### src/rtl/jk_updown_counter_pkg.sv
// jk_pkg: JK command encoding shared by the counter, its cells and the checker.
package jk_pkg;

    typedef enum logic [1:0] {
        JK_HOLD   = 2'b00,
        JK_RESET  = 2'b01,
        JK_SET    = 2'b10,
        JK_TOGGLE = 2'b11
    } jk_cmd_t;

    function automatic logic jk_next(input logic q, input jk_cmd_t cmd);
        return (cmd == JK_TOGGLE) ? ~q :
               (cmd == JK_SET)    ? 1'b1 :
               (cmd == JK_RESET)  ? 1'b0 : q;
    endfunction

endpackage

### src/rtl/jk_updown_counter_if.sv
// jk_updown_counter_if: control inputs and count/status outputs of the counter.
interface jk_updown_counter_if #(parameter int WIDTH = 4);
    logic             en;
    logic             up;
    logic             load;
    logic [WIDTH-1:0] load_val;
    logic [WIDTH-1:0] count;
    logic             tc;
    logic             wrap;

    modport master (output en, up, load, load_val, input count, tc, wrap);
    modport slave  (input en, up, load, load_val, output count, tc, wrap);
endinterface

### src/rtl/jk_updown_counter_cell.sv
// jk_cell: one-bit JK flip-flop with asynchronous active-low clear.
module jk_cell (
    input  logic clk,
    input  logic rst_n,
    input  logic j,
    input  logic k,
    output logic q
);
    logic r_q;

    // Characteristic equation: q+ = j&~q | ~k&q covers hold/reset/set/toggle.
    always_ff @(posedge clk or negedge rst_n) begin
        if (!rst_n) r_q <= 1'b0;
        else        r_q <= (j & ~r_q) | (~k & r_q);
    end

    assign q = r_q;
endmodule

### src/rtl/jk_updown_counter.sv
// jk_updown_counter: modulo up/down counter whose state lives in JK cells driven
// by per-bit hold/reset/set/toggle commands derived from the next count.
module jk_updown_counter
    import jk_pkg::*;
#(
    parameter int WIDTH   = 4,
    parameter int MODULUS = 10
) (
    input  logic                 clk,
    input  logic                 rst_n,
    jk_updown_counter_if.slave   bus
);
    localparam logic [WIDTH-1:0] MAX = WIDTH'(MODULUS - 1);

    if (MODULUS < 2 || MODULUS > 2**WIDTH) begin : g_bad_modulus
        $error("jk_updown_counter: MODULUS must be in 2..2**WIDTH");
    end

    logic [WIDTH-1:0] w_q;
    logic [WIDTH-1:0] w_dec;
    logic [WIDTH-1:0] w_inc;
    logic [WIDTH-1:0] w_dn;
    logic [WIDTH-1:0] w_ld;
    logic [WIDTH-1:0] w_nxt;
    logic [WIDTH-1:0] w_diff;
    jk_cmd_t          w_cmd [WIDTH];
    logic             r_wrap;

    // Out-of-range states recover in one edge: up goes to 0, down clamps to MAX.
    assign w_dec  = w_q - 1'b1;
    assign w_inc  = (w_q >= MAX) ? '0 : w_q + 1'b1;
    assign w_dn   = (w_q == '0 || w_dec > MAX) ? MAX : w_dec;
    assign w_ld   = (bus.load_val > MAX) ? MAX : bus.load_val;
    assign w_nxt  = bus.load ? w_ld : bus.en ? (bus.up ? w_inc : w_dn) : w_q;
    assign w_diff = w_q ^ w_nxt;

    always_comb begin
        for (int i = 0; i < WIDTH; i++)
            w_cmd[i] = !w_diff[i] ? JK_HOLD :
                       !bus.load  ? JK_TOGGLE :
                       w_nxt[i]   ? JK_SET : JK_RESET;
    end

    for (genvar g = 0; g < WIDTH; g++) begin : g_cell
        jk_cell u_cell (
            .clk   (clk),
            .rst_n (rst_n),
            .j     (w_cmd[g][1]),
            .k     (w_cmd[g][0]),
            .q     (w_q[g])
        );
    end

    assign bus.tc = bus.en & ~bus.load &
                    ((bus.up & (w_q == MAX)) | (~bus.up & (w_q == '0)));

    always_ff @(posedge clk or negedge rst_n) begin
        if (!rst_n) r_wrap <= 1'b0;
        else        r_wrap <= bus.tc;
    end

    assign bus.count = w_q;
    assign bus.wrap  = r_wrap;

    a_in_range: assert property (@(posedge clk) disable iff (!rst_n) w_q <= MAX)
        else $error("jk_updown_counter: count above MODULUS-1");
endmodule
### src/flat_wrapper.sv
// flat-port wrapper written by rule: the top's interface ports become plain ports
module jk_updown_counter_flat import jk_pkg::*;
#(
    parameter int WIDTH   = 4,
    parameter int MODULUS = 10
)
  (clk, rst_n, bus_en, bus_up, bus_load, bus_load_val, bus_count, bus_tc, bus_wrap);
  jk_updown_counter_if #(.WIDTH(WIDTH)) bus_i ();
  input  logic clk;
  input  logic rst_n;
  input wire logic [$bits(bus_i.en)-1:0] bus_en;
  input wire logic [$bits(bus_i.up)-1:0] bus_up;
  input wire logic [$bits(bus_i.load)-1:0] bus_load;
  input wire logic [$bits(bus_i.load_val)-1:0] bus_load_val;
  output wire logic [$bits(bus_i.count)-1:0] bus_count;
  output wire logic [$bits(bus_i.tc)-1:0] bus_tc;
  output wire logic [$bits(bus_i.wrap)-1:0] bus_wrap;
  assign bus_i.en = bus_en;
  assign bus_i.up = bus_up;
  assign bus_i.load = bus_load;
  assign bus_i.load_val = bus_load_val;
  assign bus_count = bus_i.count;
  assign bus_tc = bus_i.tc;
  assign bus_wrap = bus_i.wrap;
  jk_updown_counter #(.WIDTH(WIDTH), .MODULUS(MODULUS)) u_core (.clk(clk), .rst_n(rst_n), .bus(bus_i));
endmodule
### config.mk
export PLATFORM = sky130hd
export DESIGN_NAME = jk_updown_counter_flat
export DESIGN_NICKNAME = d
export VERILOG_FILES = /design/src/rtl/jk_updown_counter_pkg.sv /design/src/rtl/jk_updown_counter_if.sv /design/src/rtl/jk_updown_counter_cell.sv /design/src/rtl/jk_updown_counter.sv /design/src/flat_wrapper.sv
export SDC_FILE = /design/constraint.sdc
export NUM_CORES = 1
export LEC_CHECK = 0
export BUFFER_PORTS_ARGS = -buffer_cell sky130_fd_sc_hd__buf_4
export CAP_MARGIN = 10
export CELL_PAD_IN_SITES_DETAIL_PLACEMENT = 0
export CELL_PAD_IN_SITES_GLOBAL_PLACEMENT = 1
export CORE_ASPECT_RATIO = 0.7
export CORE_MARGIN = 4
export CORE_UTILIZATION = 30
export CTS_BUF_LIST = sky130_fd_sc_hd__clkbuf_4 sky130_fd_sc_hd__clkbuf_8 sky130_fd_sc_hd__clkbuf_16
export DETAILED_ROUTE_END_ITERATION = 6
export PLACE_DENSITY = 0.74
export SKIP_LAST_GASP = 1
export SLEW_MARGIN = 20
export SYNTH_ARGS = -nofsm -noshare
export SYNTH_HDL_FRONTEND = slang
export SYNTH_SLANG_ARGS = --single-unit
### constraint.sdc
create_clock -name clk -period 2.5 [get_ports clk]
set_clock_uncertainty 0.2 [all_clocks]
set_input_delay 0.5 -clock clk [delete_from_list [all_inputs] [get_ports clk]]
set_output_delay 0.5 -clock clk [all_outputs]
set_load 0.05 [all_outputs]
==> flow_summary.ini <==
[run_status]
status = complete, no violations

[worst_setup_path]
cpPeakStageDelay_ns = 0.37
crit_type = reg -> out
cp.required_ns = 1.80
end_kind = output pin
cp_max_fo = 8
path_cells = inv_1, ha_2, nor3b_1, a31oi_1, nor3_2, buf_6
r2r_end = u_core.g_cell[1].u_cell.q$_DFF_PN0_
ff2ff_setup_slack_ns = 0.56
r2r-start = u_core.g_cell[0].u_cell.q$_DFF_PN0_
ff2ff_path_depth = 6
slowest_stage = dfrtp_1
cp_data_arrival_time_ns = 1.65
cp-start-kind = flop

[cts]
h-tree-depth = 1
cts_sinks = 5
clk_pin_slew_worst_paths_ns = 0.04
cts_buffers = 3
root_buffer = clkbuf_4
clk_latency_ns = 0.25
cts_tree = done
clock_path_buffers = 2
cts_setup_buffers = 0

[die]
core_area_mm2 = 0.00168
pin_count = 15
die_area_mm2 = 0.00264
die_w_um = 59.8
die_y_um = 44.2
initial_core_util_pct = 33.5
row_count = 12

[placed_design]
finalWeightedCongestion = 0.763
placed_cell_area_um2 = 664
port_buffers = 14
dp.cells = 99
post-dp-hpwl_um = 1090
dp_slack_ns = 0.363

[synth]
ys_seq_elements = 5
syn_area_um2 = 563
synth_edf_count = 0
ys_types = 31
seq_area_frac_synth_pct = 22.2
ys.flop_type = dfrtp_1
syn_avg_cell_area_um2 = 8.16
synth_fp_nets = 82
async_flop_share_pct = 100
syn_inst = 69
yosys_warnings = 0

[sta]
rsz0062_at_grt = false
min_period_over_period_pct = 94.1
tightest_slew_ns = 0.463
maxSlewViolCount = 0
period_minus_slack_ns = 2.35
max_slew_margin_pct = 69.1
finalSetupViolCount = 0
finalHoldViolations = 0
fmax_mhz = 425
hold_slack_ns = 0.314
tns_ns = 0
setup_ws_ns = 0.148

[pwr]
power_density_mw_per_mm2 = 624
power.total_mw = 0.443
p_leak_nw = 0.312
peakVddDrop_v = 0.000298

[hold_path]
holdPathEnd = u_core.g_cell[2].u_cell.q$_DFF_PN0_
worstHoldPathType = in -> reg
hold_path_depth = 3
min_from = bus_load_val[2]

[routing]
final_antenna_net_count = 0
vias = 542
drt-pass1-iter-count = 4
detail_route.vias_per_cell = 5.21
drt_iter0_drc = 13
wirelength_um = 1400
wl_per_cell_um = 13.5
drc = 0

[final_layout]
final_nets = 97
syn2layout_area_growth_pct = 26.2
stdcell_area_um2 = 711
fin_cells = 104
utilization_pct = 42.3
drive_above_1_share_pct = 30.1
antennaDiodeCount = 0

[grt]
antenna_found_initial = 0
grt_util_all_layers_pct = 11.1
gr-total-overflow = 0
grt_pass1_wl_um = 2140
grt_pass1_vias = 439
grt_max_degree = 14

[flow_run]
timing.max_cap.violations = 0
[area by class of cell]
cell class,count,area (um^2)
inverters,5,18.8
multi-input cells,52,377
repair buffers,17,134
flip-flops and latches,5,125
clock buffers,4,30.0
fillers,179,971
well taps,21,26.3
[cells in the mapped netlist (all sizes together) (2+ instances only)]
| master | n | area, um^2 |
|---|---|---|
| ha | 4 | 50.1 |
| nor2b | 3 | 18.8 |
| inv | 5 | 18.8 |
| a221oi | 3 | 26.3 |
| a31oi | 2 | 12.5 |
| buf | 6 | 46.3 |
| and2 | 2 | 12.5 |
| o21ai | 10 | 50.1 |
| nor3b | 2 | 15.0 |
| a21oi | 2 | 10.0 |
| a21o | 2 | 15.0 |
| nor2 | 2 | 7.51 |
| nor3 | 6 | 30.0 |
| nand2b | 2 | 12.5 |
| dfrtp | 5 | 125 |
[worst max-delay path by stage]
stage                                              startpoint  endpoint  depth (start not counted)
final                     u_core.g_cell[1].u_cell.q$_DFF_PN0_    bus_tc                          6
after global placement    u_core.g_cell[1].u_cell.q$_DFF_PN0_    bus_tc                          6
after CTS                 u_core.g_cell[1].u_cell.q$_DFF_PN0_    bus_tc                          6
after global routing      u_core.g_cell[1].u_cell.q$_DFF_PN0_    bus_tc                          6
after floorplan           u_core.g_cell[0].u_cell.q$_DFF_PN0_    bus_tc                          5
after detailed placement  u_core.g_cell[1].u_cell.q$_DFF_PN0_    bus_tc                          6
[layout by cell type (no fill, tap or decap), types with 2 or more instances in the layout]
master / instances
a21o_1: 2
a21oi_1: 2
a221oi_1: 3
a31oi_1: 2
and2_1: 2
buf_4: 15
clkbuf_4: 4
dfrtp_1: 5
ha_1: 3
inv_1: 5
nand2b_1: 2
nor2_1: 2
nor2b_1: 3
nor3_1: 5
nor3b_1: 2
o21ai_0: 6
o21ai_1: 4
[power by group]
part           switching [mW]  internal, mW  leakage, nW
clock network          0.0377        0.0715       0.0184
logic                   0.133        0.0921        0.232
registers              0.0180        0.0916       0.0618
[worst max-delay path, delay by kind of cell, from the launching register on]
| family | cells | cell delay (ns) |
|---|---|---|
| and+or+nand+nor | 2 | 0.39 |
| buffers and inverters | 2 | 0.31 |
| adders and majority gates | 1 | 0.26 |
| AOI/OAI and AO/OA | 1 | 0.07 |
| DFF | 1 | 0.37 |
[sequential cells by signal, summed over array words and instances, names as in the netlist]
register and cells:
u_core.bus.wrap 1, u_core.g_cell.u_cell.q 4
[per-layer routing]
metal | global-route usage (%) | routed length, um | up-vias | part of all wire [%]
li1 | - | - | 273 | -
met1 | 16.2 | 730 | 252 | 52
met2 | 13.6 | 568 | 13 | 41
met3 | 3.79 | 78 | 4 | 5.6
met4 | 6.64 | 21 | 0 | 1.5
met5 | 0 | 0 | - | 0
[cell families after synthesis]
group / Yosys count / synth area share, %
AOI/OAI and AO/OA: 25 / 29.6
and+or+nand+nor: 23 / 27.1
buffers and inverters: 12 / 12.2
DFF: 5 / 22.2
adders and majority gates: 4 / 8.89
[what timing repair did]
action,4_1_cts,5_1_grt
endpoints found under the setup margin,0,1
hold buffers,1,0
resized for setup,0,2
endpoints found under the hold margin,5,0
(Power assumes the default switching activity.)
